## config.mk

```make
export PLATFORM = sky130hd
export DESIGN_NAME = hilo_seq_flat
export DESIGN_NICKNAME = d
export VERILOG_FILES = /design/src/rtl/hilo_seq_if.sv /design/src/rtl/hilo_seq.sv /design/src/flat_wrapper.sv
export SDC_FILE = /design/constraint.sdc
export NUM_CORES = 1
export LEC_CHECK = 0
export BUFFER_PORTS_ARGS = -buffer_cell sky130_fd_sc_hd__buf_4
export CORE_ASPECT_RATIO = 1.2
export CORE_UTILIZATION = 25
export DETAILED_ROUTE_END_ITERATION = 8
export SKIP_CTS_REPAIR_TIMING = 1
export SLEW_MARGIN = 40
export SYNTH_ARGS = -nofsm -noshare
export SYNTH_HDL_FRONTEND = slang
export SYNTH_SLANG_ARGS = --single-unit
```

## constraint.sdc

```tcl
create_clock -name clk -period 3.65 [get_ports clk]
set_input_delay 0.1825 -clock clk [delete_from_list [all_inputs] [get_ports clk]]
set_output_delay 0.1825 -clock clk [all_outputs]
set_load 0.01 [all_outputs]
```

## src/rtl/hilo_seq_if.sv

```systemverilog
// Bundle of the signals between the control unit, the HI/LO sequencer and the
// div/mult units. The sequencer connects through the slave modport. The
// control unit and the units connect through the master modport.
//
// Handshake contract:
//   - StartDiv/StartMult are single-cycle requests. They are accepted only
//     while Busy is low.
//   - DivCtrl/MultCtrl are level starts. They stay high until the unit reports
//     DivDone/Div0/MultDone, or until the timeout expires.
//   - MdDone, Div0Exc and MdTimeout are one-cycle completion pulses.
//   - Stall tells the control unit to hold its request while Busy is high.
//   - Requests made while Busy is high are dropped, not queued.
interface hilo_seq_if;
    // control unit -> sequencer
    logic        StartDiv;
    logic        StartMult;
    logic        MtHi;
    logic        MtLo;
    logic        MfSel;
    logic        MfReq;
    logic [31:0] RegAOut;
    logic [31:0] RegBOut;
    // sequencer -> units
    logic        DivCtrl;
    logic        MultCtrl;
    logic [31:0] OpA;
    logic [31:0] OpB;
    // units -> sequencer
    logic        DivDone;
    logic        Div0;
    logic [31:0] DivHI;
    logic [31:0] DivLO;
    logic        MultDone;
    logic [31:0] MultHI;
    logic [31:0] MultLO;
    // sequencer -> control unit
    logic [31:0] HiLoOut;
    logic        Busy;
    logic        Stall;
    logic        MdDone;
    logic        Div0Exc;
    logic        MdTimeout;

    modport slave (
        input  StartDiv, StartMult, MtHi, MtLo, MfSel, MfReq, RegAOut, RegBOut,
        input  DivDone, Div0, DivHI, DivLO, MultDone, MultHI, MultLO,
        output DivCtrl, MultCtrl, OpA, OpB,
        output HiLoOut, Busy, Stall, MdDone, Div0Exc, MdTimeout
    );

    modport master (
        output StartDiv, StartMult, MtHi, MtLo, MfSel, MfReq, RegAOut, RegBOut,
        output DivDone, Div0, DivHI, DivLO, MultDone, MultHI, MultLO,
        input  DivCtrl, MultCtrl, OpA, OpB,
        input  HiLoOut, Busy, Stall, MdDone, Div0Exc, MdTimeout
    );
endinterface

```

## src/rtl/hilo_seq.sv

```systemverilog
// HI/LO sequencer.
// - Owns the architectural HI/LO registers.
// - Launches a divide or multiply and holds the unit's level start until the
//   unit reports.
// - Captures the unit's HI/LO result.
// - Serves mfhi/mflo/mthi/mtlo.
// - Raises done, divide-by-zero and timeout pulses.
// The FSM state is exported on dbg_state_o so checkers can follow it.
module hilo_seq #(
    parameter int TIMEOUT = 40,
    parameter int CW      = 6
) (
    input  logic       clk,
    input  logic       reset,
    hilo_seq_if.slave  hl,
    output logic [2:0] dbg_state_o
);

    typedef enum logic [2:0] {
        S_IDLE      = 3'd0,
        S_DIV_WAIT  = 3'd1,
        S_MULT_WAIT = 3'd2,
        S_DONE      = 3'd3,
        S_EXC       = 3'd4
    } state_t;

    state_t      state_q;
    logic [31:0] hi_q;
    logic [31:0] lo_q;
    logic [31:0] opa_q;
    logic [31:0] opb_q;
    logic [CW-1:0] cnt_q;
    logic        div_ctrl_q;
    logic        mult_ctrl_q;
    logic        md_done_q;
    logic        div0_exc_q;
    logic        timeout_q;

    logic [CW-1:0] cnt_d;
    logic          timeout_hit;
    logic          busy;
    logic          any_req;

    // Wait-counter helpers: the next count, and whether this is the last
    // cycle the unit is allowed to take.
    always_comb begin
        cnt_d       = cnt_q + CW'(1);
        timeout_hit = (cnt_q == CW'(TIMEOUT - 1));
    end

    // Busy/stall decode. Any request made while busy is stalled, including mf*.
    always_comb begin
        busy    = (state_q != S_IDLE);
        any_req = hl.StartDiv | hl.StartMult | hl.MtHi | hl.MtLo | hl.MfReq;
    end

    // Sequencer FSM. Every output it drives is registered here.
    always_ff @(posedge clk) begin
        if (!reset) begin
            state_q     <= S_IDLE;
            hi_q        <= '0;
            lo_q        <= '0;
            opa_q       <= '0;
            opb_q       <= '0;
            cnt_q       <= '0;
            div_ctrl_q  <= 1'b0;
            mult_ctrl_q <= 1'b0;
            md_done_q   <= 1'b0;
            div0_exc_q  <= 1'b0;
            timeout_q   <= 1'b0;
        end else begin
            // Completion outputs are one-cycle pulses unless re-armed below.
            md_done_q  <= 1'b0;
            div0_exc_q <= 1'b0;
            timeout_q  <= 1'b0;
            case (state_q)
                S_IDLE: begin
                    cnt_q <= '0;
                    if (hl.StartDiv) begin
                        // A divide wins over a simultaneous multiply.
                        opa_q      <= hl.RegAOut;
                        opb_q      <= hl.RegBOut;
                        div_ctrl_q <= 1'b1;
                        state_q    <= S_DIV_WAIT;
                    end else if (hl.StartMult) begin
                        opa_q       <= hl.RegAOut;
                        opb_q       <= hl.RegBOut;
                        mult_ctrl_q <= 1'b1;
                        state_q     <= S_MULT_WAIT;
                    end else begin
                        // mthi and mtlo may be issued together.
                        if (hl.MtHi) begin
                            hi_q <= hl.RegAOut;
                        end
                        if (hl.MtLo) begin
                            lo_q <= hl.RegAOut;
                        end
                    end
                end
                S_DIV_WAIT: begin
                    cnt_q <= cnt_d;
                    if (hl.Div0) begin
                        // Divide-by-zero leaves HI/LO untouched, even if done is also raised.
                        div_ctrl_q <= 1'b0;
                        div0_exc_q <= 1'b1;
                        state_q    <= S_EXC;
                    end else if (hl.DivDone) begin
                        hi_q       <= hl.DivHI;
                        lo_q       <= hl.DivLO;
                        div_ctrl_q <= 1'b0;
                        md_done_q  <= 1'b1;
                        state_q    <= S_DONE;
                    end else if (timeout_hit) begin
                        div_ctrl_q <= 1'b0;
                        timeout_q  <= 1'b1;
                        state_q    <= S_EXC;
                    end
                end
                S_MULT_WAIT: begin
                    cnt_q <= cnt_d;
                    if (hl.MultDone) begin
                        hi_q        <= hl.MultHI;
                        lo_q        <= hl.MultLO;
                        mult_ctrl_q <= 1'b0;
                        md_done_q   <= 1'b1;
                        state_q     <= S_DONE;
                    end else if (timeout_hit) begin
                        mult_ctrl_q <= 1'b0;
                        timeout_q   <= 1'b1;
                        state_q     <= S_EXC;
                    end
                end
                S_DONE: begin
                    cnt_q   <= '0;
                    state_q <= S_IDLE;
                end
                S_EXC: begin
                    cnt_q   <= '0;
                    state_q <= S_IDLE;
                end
                default: begin
                    cnt_q       <= '0;
                    div_ctrl_q  <= 1'b0;
                    mult_ctrl_q <= 1'b0;
                    state_q     <= S_IDLE;
                end
            endcase
        end
    end

    // Output drive. HiLoOut is a plain mux so an mf* can complete in the same cycle.
    always_comb begin
        hl.DivCtrl   = div_ctrl_q;
        hl.MultCtrl  = mult_ctrl_q;
        hl.OpA       = opa_q;
        hl.OpB       = opb_q;
        hl.HiLoOut   = hl.MfSel ? hi_q : lo_q;
        hl.Busy      = busy;
        hl.Stall     = busy & any_req;
        hl.MdDone    = md_done_q;
        hl.Div0Exc   = div0_exc_q;
        hl.MdTimeout = timeout_q;
        dbg_state_o  = state_q;
    end

endmodule

```

## src/flat_wrapper.sv

```systemverilog
// flat-port wrapper written by rule: the top's interface ports become plain ports
module hilo_seq_flat 
#(
    parameter int TIMEOUT = 40,
    parameter int CW      = 6
)
  (clk, reset, dbg_state_o, hl_StartDiv, hl_StartMult, hl_MtHi, hl_MtLo, hl_MfSel, hl_MfReq, hl_RegAOut, hl_RegBOut, hl_DivDone, hl_Div0, hl_DivHI, hl_DivLO, hl_MultDone, hl_MultHI, hl_MultLO, hl_DivCtrl, hl_MultCtrl, hl_OpA, hl_OpB, hl_HiLoOut, hl_Busy, hl_Stall, hl_MdDone, hl_Div0Exc, hl_MdTimeout);
  hilo_seq_if hl_i ();
  input  logic clk;
  input  logic reset;
  output logic [2:0] dbg_state_o;
  input wire logic [$bits(hl_i.StartDiv)-1:0] hl_StartDiv;
  input wire logic [$bits(hl_i.StartMult)-1:0] hl_StartMult;
  input wire logic [$bits(hl_i.MtHi)-1:0] hl_MtHi;
  input wire logic [$bits(hl_i.MtLo)-1:0] hl_MtLo;
  input wire logic [$bits(hl_i.MfSel)-1:0] hl_MfSel;
  input wire logic [$bits(hl_i.MfReq)-1:0] hl_MfReq;
  input wire logic [$bits(hl_i.RegAOut)-1:0] hl_RegAOut;
  input wire logic [$bits(hl_i.RegBOut)-1:0] hl_RegBOut;
  input wire logic [$bits(hl_i.DivDone)-1:0] hl_DivDone;
  input wire logic [$bits(hl_i.Div0)-1:0] hl_Div0;
  input wire logic [$bits(hl_i.DivHI)-1:0] hl_DivHI;
  input wire logic [$bits(hl_i.DivLO)-1:0] hl_DivLO;
  input wire logic [$bits(hl_i.MultDone)-1:0] hl_MultDone;
  input wire logic [$bits(hl_i.MultHI)-1:0] hl_MultHI;
  input wire logic [$bits(hl_i.MultLO)-1:0] hl_MultLO;
  output wire logic [$bits(hl_i.DivCtrl)-1:0] hl_DivCtrl;
  output wire logic [$bits(hl_i.MultCtrl)-1:0] hl_MultCtrl;
  output wire logic [$bits(hl_i.OpA)-1:0] hl_OpA;
  output wire logic [$bits(hl_i.OpB)-1:0] hl_OpB;
  output wire logic [$bits(hl_i.HiLoOut)-1:0] hl_HiLoOut;
  output wire logic [$bits(hl_i.Busy)-1:0] hl_Busy;
  output wire logic [$bits(hl_i.Stall)-1:0] hl_Stall;
  output wire logic [$bits(hl_i.MdDone)-1:0] hl_MdDone;
  output wire logic [$bits(hl_i.Div0Exc)-1:0] hl_Div0Exc;
  output wire logic [$bits(hl_i.MdTimeout)-1:0] hl_MdTimeout;
  assign hl_i.StartDiv = hl_StartDiv;
  assign hl_i.StartMult = hl_StartMult;
  assign hl_i.MtHi = hl_MtHi;
  assign hl_i.MtLo = hl_MtLo;
  assign hl_i.MfSel = hl_MfSel;
  assign hl_i.MfReq = hl_MfReq;
  assign hl_i.RegAOut = hl_RegAOut;
  assign hl_i.RegBOut = hl_RegBOut;
  assign hl_i.DivDone = hl_DivDone;
  assign hl_i.Div0 = hl_Div0;
  assign hl_i.DivHI = hl_DivHI;
  assign hl_i.DivLO = hl_DivLO;
  assign hl_i.MultDone = hl_MultDone;
  assign hl_i.MultHI = hl_MultHI;
  assign hl_i.MultLO = hl_MultLO;
  assign hl_DivCtrl = hl_i.DivCtrl;
  assign hl_MultCtrl = hl_i.MultCtrl;
  assign hl_OpA = hl_i.OpA;
  assign hl_OpB = hl_i.OpB;
  assign hl_HiLoOut = hl_i.HiLoOut;
  assign hl_Busy = hl_i.Busy;
  assign hl_Stall = hl_i.Stall;
  assign hl_MdDone = hl_i.MdDone;
  assign hl_Div0Exc = hl_i.Div0Exc;
  assign hl_MdTimeout = hl_i.MdTimeout;
  hilo_seq #(.TIMEOUT(TIMEOUT), .CW(CW)) u_core (.clk(clk), .reset(reset), .hl(hl_i), .dbg_state_o(dbg_state_o));
endmodule
```

After elaboration in Yosys (flattened, before gate mapping)
Cells that the tools add are included.
- add/sub/neg operators: 1
- equality and inequality tests: 17
- mux-type cells: 45
- bitwise gates (word level): 7
- reductions and logical operators: 14
- operators with widths (kind ; number):
    2-to-1 mux 32 bit ; 17
    one-hot mux 32 bit (3 select lines) ; 2
    2-to-1 mux 3 bit ; 6
    != test 2 bit, second input constant ; 9
    2-to-1 mux 1 bit ; 15
    AND reduction 7 bit ; 2
    one-hot mux 3 bit (3 select lines) ; 1
    adder 6 x 1 -> 6 bit, second input constant ; 1
    equality test 3 x 2 -> 1 bit, second input constant ; 2
    equality test 6 bit, second input constant ; 1
    one-hot mux 1 bit (3 select lines) ; 2
    AND reduction 2 bit ; 3
    nonzero test 3 bit ; 2
    OR reduction 3 bit ; 2
    != test 4 x 3 -> 1 bit, second input constant ; 1
    bitwise OR 1 bit ; 4
    one-hot mux 1 bit (2 select lines) ; 2
    AND reduction 4 bit ; 1
    equality test 3 x 1 -> 1 bit, second input constant ; 1
    equality test 3 bit, second input constant ; 1
    zero test 3 bit ; 1
    != test 3 x 2 -> 1 bit, second input constant ; 1
    != test 3 bit, second input constant ; 1
    AND reduction 3 bit ; 1
    other kinds (4) ; 5
- bits in registers: 142
- input bits: 203
- output and inout port bits: 106
- logic and storage cells: 95

Logic depth before layout (Yosys ltp)
Gate-level depths: netlist of run 1.
- depth in word-level cells: 5
- mapped depth: 6
- mapped depth without buffers: 5

Worst setup path before layout of run 1
Ideal clock, no wire load.
- path type: reg2reg
- start: register u_core.state_q[0] (netlist: u_core.dbg_state_o[0])
- end: register u_core.hi_q[10]
- setup time: 72 ps
- arrival: 1475 ps
- data required time: 3578 ps
- setup slack: 2104 ps
- cell stages (with the launch flop): 6
- buffers on the path: 1
- period minus slack after synthesis: 1546 ps
- cells stage by stage: dfxtp_1 nor3_2 inv_2 o211ai_2 buf_6 mux2i_1
- longest elaborated chain between the ends: 3
- elaborated cells between the ends (all ways): 12
- those cells by class: eq/ne (8); mux (1); reduce/logical (3)
- RTL lines (item ; RTL line ; text):
    from (decl) ; hilo_seq.sv:27 ; state_t state_q;
    from (signal assigned) ; hilo_seq.sv:60 ; state_q <= S_IDLE;
    from (signal assigned) ; hilo_seq.sv:84 ; state_q <= S_DIV_WAIT;
    from (signal assigned) ; hilo_seq.sv:89 ; state_q <= S_MULT_WAIT;
    equality test 3 x 2 -> 1 bit (tied with other cells) ; hilo_seq.sv:76 ; case (state_q)
    != test 2 bit (no line) or nonzero test 3 bit (tied branches) ; n/a ;
    AND reduction 7 bit (no line) ; n/a ;
    to (signal assigned) ; hilo_seq.sv:93 ; hi_q <= hl.RegAOut;
    to (signal assigned) ; hilo_seq.sv:108 ; hi_q <= hl.DivHI;
    to (signal assigned) ; hilo_seq.sv:122 ; hi_q <= hl.MultHI;
    to (decl) ; hilo_seq.sv:28 ; logic [31:0] hi_q;
Parallel ways exist; a longest one is shown, timed or not.
A chain may end at the register's enable or synchronous reset.

Final worst setup path of run 1
- start: register u_core.state_q[0] (netlist: u_core.dbg_state_o[0])
- end: register u_core.lo_q[27]
- longest elaborated chain between the ends: 3
- elaborated cells between the ends (all ways): 12
- those cells by class: eq/ne (8); mux (1); reduce/logical (3)
- RTL lines (item ; RTL line ; text):
    equality test 3 x 2 -> 1 bit (tied with other cells) ; hilo_seq.sv:76 ;
    != test 2 bit (no line) or nonzero test 3 bit (tied branches) ; n/a ;
    AND reduction 7 bit (no line) ; n/a ;
    to (signal assigned) ; hilo_seq.sv:96 ; lo_q <= hl.RegAOut;
    to (signal assigned) ; hilo_seq.sv:109 ; lo_q <= hl.DivLO;
    to (signal assigned) ; hilo_seq.sv:123 ; lo_q <= hl.MultLO;
    to (decl) ; hilo_seq.sv:29 ; logic [31:0] lo_q;
Parallel ways exist; a longest one is shown, timed or not.

==> out/metrics.cfg, run 1 <==
[drt]
viasPerCell = 4.73
drt-total-wl_mm = 24.3
routedWlPerCell_um = 17.0
drtIter0Drc = 342
ant_nets = 0
drc = 0
vias = 6755
firstDrtPassIters = 5

[power_and_ir_drop]
p_int_mw = 3.67
power_frac_comb_pct = 31.9
seqPwrFrac_pct = 35.3
irDropWorstVdd_mv = 0.206
power.switching_mw = 1.79
switching_share_pct = 32.7
clock_power_share_pct = 32.8
p_leak_nw = 4.51
p_total_mw = 5.45
pwr_density_cell_nw_per_um2 = 533

[clock_network]
cts-root-buf = clkbuf_16
clockBufferDepth = 2
cts_tree = done
cts.htree.levels = 4
path_clk_slew_ns = 0.07
insertion_delay_ns = 0.42
clkSinkCount = 142
cts_buffers = 17

[place]
placed_cells = 1393
post_dp_cell_area_um2 = 9600
port_buffers = 308
hpwl_mm = 17.0
routabilityCongestion = 0.834

[cells_and_area]
area_growth_pct = 46.3
seq_area_um2 = 2840
fillCellCount = 2810
antenna_cells = 0
fin_nets = 1246
multi_input_area_um2 = 3830
layout-drive-gt1-share_pct = 37.4
stdcell_area_um2 = 10200
final_cells = 1429

[logic_synthesis]
synthDistinctLibCells = 48
synth_top_cell_area_share_pct = 40.6
async_flop_share_pct = 0
synth.area.top_cells = dfxtp_1, nand2_1, mux2i_1
yosys_warnings = 0
synth_ff_type = dfxtp_1
avgSynthCellArea_um2 = 9.05
syn-instance-count = 773
seq_area_frac_synth_pct = 40.6
ys_seq_elements = 142
syn_area_um2 = 7000
synth.largest_area_cell = dfxtp_1
synth_edf_count = 0
synthesis.nets = 977

[setup_path]
path_cells = nor3_2 -> inv_2 -> o211ai_4 -> buf_4 -> mux2i_1
cp.required_ns = 3.99
crit_slowest_cell = o211ai_4
critPathKind = register to register
critical_path.top_delay_family = compound AO/OA/AOI/OAI gates
critPathLaunchType = register
worstPathArrival_ns = 2.90
cp_max_fo = 18
cpPeakStageDelay_ns = 0.68
worst-path-buf-inv = 2
end_kind = register

[timing]
setup_viol = 0
max_slew.worst_pin.slew_ns = 0.809
holdWs_ns = 0.0114
drv_slew = 0
period_share_pct = 70.1
report.final.hold_viol_count = 0
max_freq_mhz = 391
rsz0062_at_grt = false
period_needed_ns = 2.56
tns_ns = 0
skew_ns = 0.00727
slew_headroom_pct = 45.8

[die]
die_w_um = 155
fp.dieH_um = 185
rows = 66
initial_core_util_pct = 25.6
ios = 309
dieArea_um2 = 28700
core_region_area_um2 = 27300

[worst_hold_path]
hp-class = input pin to register

[global_route]
grt_max_degree = 89
grt_pass1_wl_mm = 37.4
gr-usage-all-layers_pct = 16.8
grt_pass1_vias = 6746
grt_antenna_before_repair = 0
grt_overflow = 0

[status]
status = finished, final reports clean

[flow_run]
max-cap-violations = 0

-- worst min-delay path: stages --
cell	delay [ns]
buf_4	0.10
nand2_1	0.04
a21boi_1	0.05
-- flip-flops by register name, indices dropped and copies added (netlist names) --
register,count
u_core.cnt_q,6
u_core.dbg_state_o,3
u_core.hi_q,32
u_core.hl.Div0Exc,1
u_core.hl.DivCtrl,1
u_core.hl.MdDone,1
u_core.hl.MdTimeout,1
u_core.hl.MultCtrl,1
u_core.hl.OpA,32
u_core.hl.OpB,32
u_core.lo_q,32
-- per-layer routing --
metal,part of all wire (%),up-vias,GRT usage (%)
li1,-,3359,-
met3,5.6,14,4.07
met1,43,3159,20.2
met2,50,223,29.7
met4,1.1,0,4.63
met5,0,-,0
-- layout make-up --
cell class                      count  area share [%]
Inverter                            4           0.147
Tap cell                          374            4.57
Clock buffer                       19            4.33
Clock inverter                     13            1.48
Multi-Input combinational cell    552            37.4
Sequential cell                   142            27.8
Timing Repair Buffer              325            24.3
-- Yosys cell counts, types with 3 or more instances --
master / number
nand2_1: 200
dfxtp_1: 142
mux2i_1: 64
o221ai_1: 64
o22a_1: 64
a21boi_1: 55
clkbuf_1: 34
mux2_2: 32
buf_2: 25
nor2_1: 16
a21boi_0: 9
buf_1: 9
buf_6: 6
a21oi_1: 4
nand2b_1: 4
inv_1: 3
nor3_1: 3
-- power groups by stage --
stage                     sequential [mW]  clock, mW  combinational [mW]
after floorplan                      1.97          0               0.989
after global placement               1.95          0                1.74
after detailed placement             1.96          0                1.76
after CTS                            1.92       1.85                1.77
after global routing                 1.96       1.92                1.91
final                                1.92       1.79                1.74
-- stage by stage --
stage          utilization [%]  worst slack (ns)
3_3_place_gp              35.0              1.13
5_1_grt                   37.5             0.901
4_1_cts                   37.3              1.05
6_report                  37.5              1.09
2_1_floorplan                -              2.10
3_5_place_dp              35.1              1.06
-- worst paths after layout --
kind | startpoint | end | slack (ns) | cells after the start
setup / recovery | u_core.dbg_state_o[0]$_SDFFE_PN0P_ | u_core.lo_q[27]$_SDFFE_PN0P_ | 1.09 | 5
hold / removal | hl_RegBOut[8] | u_core.hl.OpB[8]$_SDFFE_PN0P_ | 0.01 | 3
setup reg to reg | u_core.dbg_state_o[0]$_SDFFE_PN0P_ | u_core.lo_q[27]$_SDFFE_PN0P_ | 1.09 | 5
hold reg to reg | u_core.cnt_q[0]$_SDFF_PN0_ | u_core.cnt_q[0]$_SDFF_PN0_ | 0.45 | 1
-- cells in the final DEF, fill, tap and decap left out, types with 3 or more instances in the layout --
| cell type | instances |
|---|---|
| o221ai_1 | 64 |
| a21boi_0 | 9 |
| o22a_1 | 64 |
| dfxtp_1 | 141 |
| inv_6 | 6 |
| a21oi_1 | 4 |
| clkbuf_16 | 17 |
| a21boi_1 | 55 |
| clkinv_4 | 3 |
| nor3_1 | 3 |
| nand2_1 | 200 |
| dlygate4sd3_1 | 3 |
| buf_4 | 317 |
| nor2_1 | 16 |
| mux2i_1 | 64 |
| mux2_2 | 32 |
| inv_1 | 3 |
-- cell families (layout without fill, tap and decap cells) --
family	after synthesis	after routing	synth area share, %
fa+ha+maj	1	1	0.179
compound gates	217	217	25.7
flops	142	142	40.6
mux	96	96	14.3
xor+xnor	4	4	0.501
simple gates	234	234	13.3
buf+inv	79	361	5.38
(Power assumes the default switching activity.)
==> run 2: changes to the inputs <==
Clock period 3.65 ns to 2.2 ns, I/O delays scaled along.
==> out/metrics.cfg, run 2 (synthesized netlist as in run 1, its figures left out) <==
[cells_and_area]
final_common_cell = buf_4
layout_common_cells = buf_4, nand2_1, dfxtp_1
area_growth_pct = 56.8
stdcell_area_um2 = 11000  ; +7.2%
fin_nets = 1312  ; +5.3%
layout-drive-gt1-share_pct = 35.6  ; -1.8 points
fillCellCount = 2729  ; -2.9%

[timing]
slew_headroom_pct = 57.6  ; +12 points
report.final.hold_viol_count = 1  ; +1
period_needed_ns = 1.94  ; -0.618 ns
drv_slew = 0  ; unchanged
setup_viol = 0  ; unchanged
period_share_pct = 88.2  ; +18 points
tns_ns = 0  ; unchanged
skew_ns = 0.0105  ; +0.00319 ns
holdWs_ns = -0.00648  ; -0.0179 ns
rsz0062_at_grt = false
max_freq_mhz = 515  ; +32%
max_slew.worst_pin.slew_ns = 0.628  ; -0.181 ns

[drt]
viasPerCell = 4.74  ; +0.19%
drt-total-wl_mm = 25.0  ; +2.7%
drc = 0  ; unchanged
vias = 7085  ; +4.9%
drtIter0Drc = 383  ; +12%
routedWlPerCell_um = 16.7  ; -1.9%
firstDrtPassIters = 5  ; unchanged
ant_nets = 0  ; unchanged

[global_route]
grt_pass1_wl_mm = 37.4  ; about the same
grt_max_degree = 102  ; +15%
gr-usage-all-layers_pct = 16.8  ; about the same
grt_antenna_before_repair = 1  ; +1
grt_overflow = 0  ; unchanged
grt_pass1_vias = 6726  ; -0.30%

[setup_path]
cp_max_fo = 23  ; +5
critical_path.top_delay_family = simple AND/OR/NAND/NOR gates
crit_slowest_cell = dfxtp_1
cp.required_ns = 2.53  ; -1.46 ns
critPathKind = register to register
cpPeakStageDelay_ns = 0.50  ; -0.18 ns
worstPathArrival_ns = 2.27  ; -0.63 ns
path_cells = nor3_2 -> inv_2 -> nor2_4 -> buf_4 -> nand2_1 -> a21boi_0
end_kind = register
critPathLaunchType = register
worst-path-buf-inv = 2  ; unchanged

[die]
fp.dieH_um = 185  ; unchanged
initial_core_util_pct = 25.6  ; unchanged
core_region_area_um2 = 27300  ; unchanged
ios = 309  ; unchanged
die_w_um = 155  ; unchanged
rows = 66  ; unchanged
dieArea_um2 = 28700  ; unchanged

[clock_network]
cts-root-buf = clkbuf_16
cts.htree.levels = 4  ; unchanged
cts_tree = done
insertion_delay_ns = 0.41  ; about the same
clockBufferDepth = 2  ; unchanged
clkSinkCount = 142  ; unchanged
cts_buffers = 17  ; unchanged
path_clk_slew_ns = 0.06  ; about the same

[place]
post_dp_cell_area_um2 = 9720  ; +1.3%
port_buffers = 308  ; unchanged
hpwl_mm = 17.1  ; +0.64%
routabilityCongestion = 0.814  ; -2.4%

[status]
violations = negative hold slack
status = finished with violations

[flow_run]
max-cap-violations = 0  ; unchanged

[power_and_ir_drop]
irDropWorstVdd_mv = 0.463  ; +130%
p_leak_nw = 4.81  ; +6.8%
pwr_density_cell_nw_per_um2 = 845  ; +59%

[worst_hold_path]
hp-class = input pin to register

[run 2: worst min-delay path: stages]
cell and delay (ns):
buf_4 0.12, nand2_1 0.06, a21boi_0 0.06
[run 2: power by group]
group,total [mW],internal (mW),switching [mW]
Clock,2.99,1.83,1.17
Combinational,3.08,1.53,1.56
Sequential,3.19,2.98,0.213
[run 2: metrics by stage]
stage / setup slack (ns) / hold slack [ns] / power [mW] / util [%] / cells
2_1_floorplan: 0.654 / 0.245 / 4.91 / - / 773
6_report: 0.259 / -0.00648 / 9.27 / 40.1 / 1496
3_3_place_gp: 0.353 / 0.359 / 6.23 / 35.6 / 1399
3_5_place_dp: 0.276 / 0.369 / 6.27 / 35.6 / 1399
4_1_cts: 0.258 / -0.0827 / 9.32 / 37.8 / 1431
5_1_grt: 0.0649 / 0.00424 / 9.79 / 40.1 / 1496
[run 2: final timing paths]
| check | endpoint | depth (start not counted) | slack (ns) | from |
|---|---|---|---|---|
| worst max register to register | u_core.hl.OpB[9]$_SDFFE_PN0P_ | 6 | 0.26 | u_core.dbg_state_o[0]$_SDFFE_PN0P_ |
| worst min register to register | u_core.hl.OpB[6]$_SDFFE_PN0P_ | 2 | 0.45 | u_core.hl.OpB[6]$_SDFFE_PN0P_ |
| worst min-delay path | u_core.hl.OpA[31]$_SDFFE_PN0P_ | 3 | -0.006 | hl_RegAOut[31] |
| worst max-delay path | u_core.hl.OpB[9]$_SDFFE_PN0P_ | 6 | 0.26 | u_core.dbg_state_o[0]$_SDFFE_PN0P_ |
[run 2: layout make-up]
type | instances | area (um2) | area share [%]
multi-input combinational | 552 | 3830 | 34.9
tap | 374 | 468 | 4.27
inverter | 4 | 15.0 | 0.137
clock inverter | 12 | 161 | 1.47
antenna | 1 | 2.50 | 0.0228
sequential | 142 | 2840 | 25.9
timing repair buffer | 391 | 3210 | 29.2
clock buffer | 20 | 447 | 4.07
[run 2: routing by layer]
| metal | up-vias | part of all wire, % | GRT usage [%] |
|---|---|---|---|
| li1 | 3493 | - | - |
| met1 | 3356 | 44 | 21.0 |
| met2 | 231 | 50 | 29.0 |
| met3 | 5 | 5.4 | 4.02 |
| met4 | 0 | 0.44 | 4.20 |
| met5 | - | 0 | 0 |
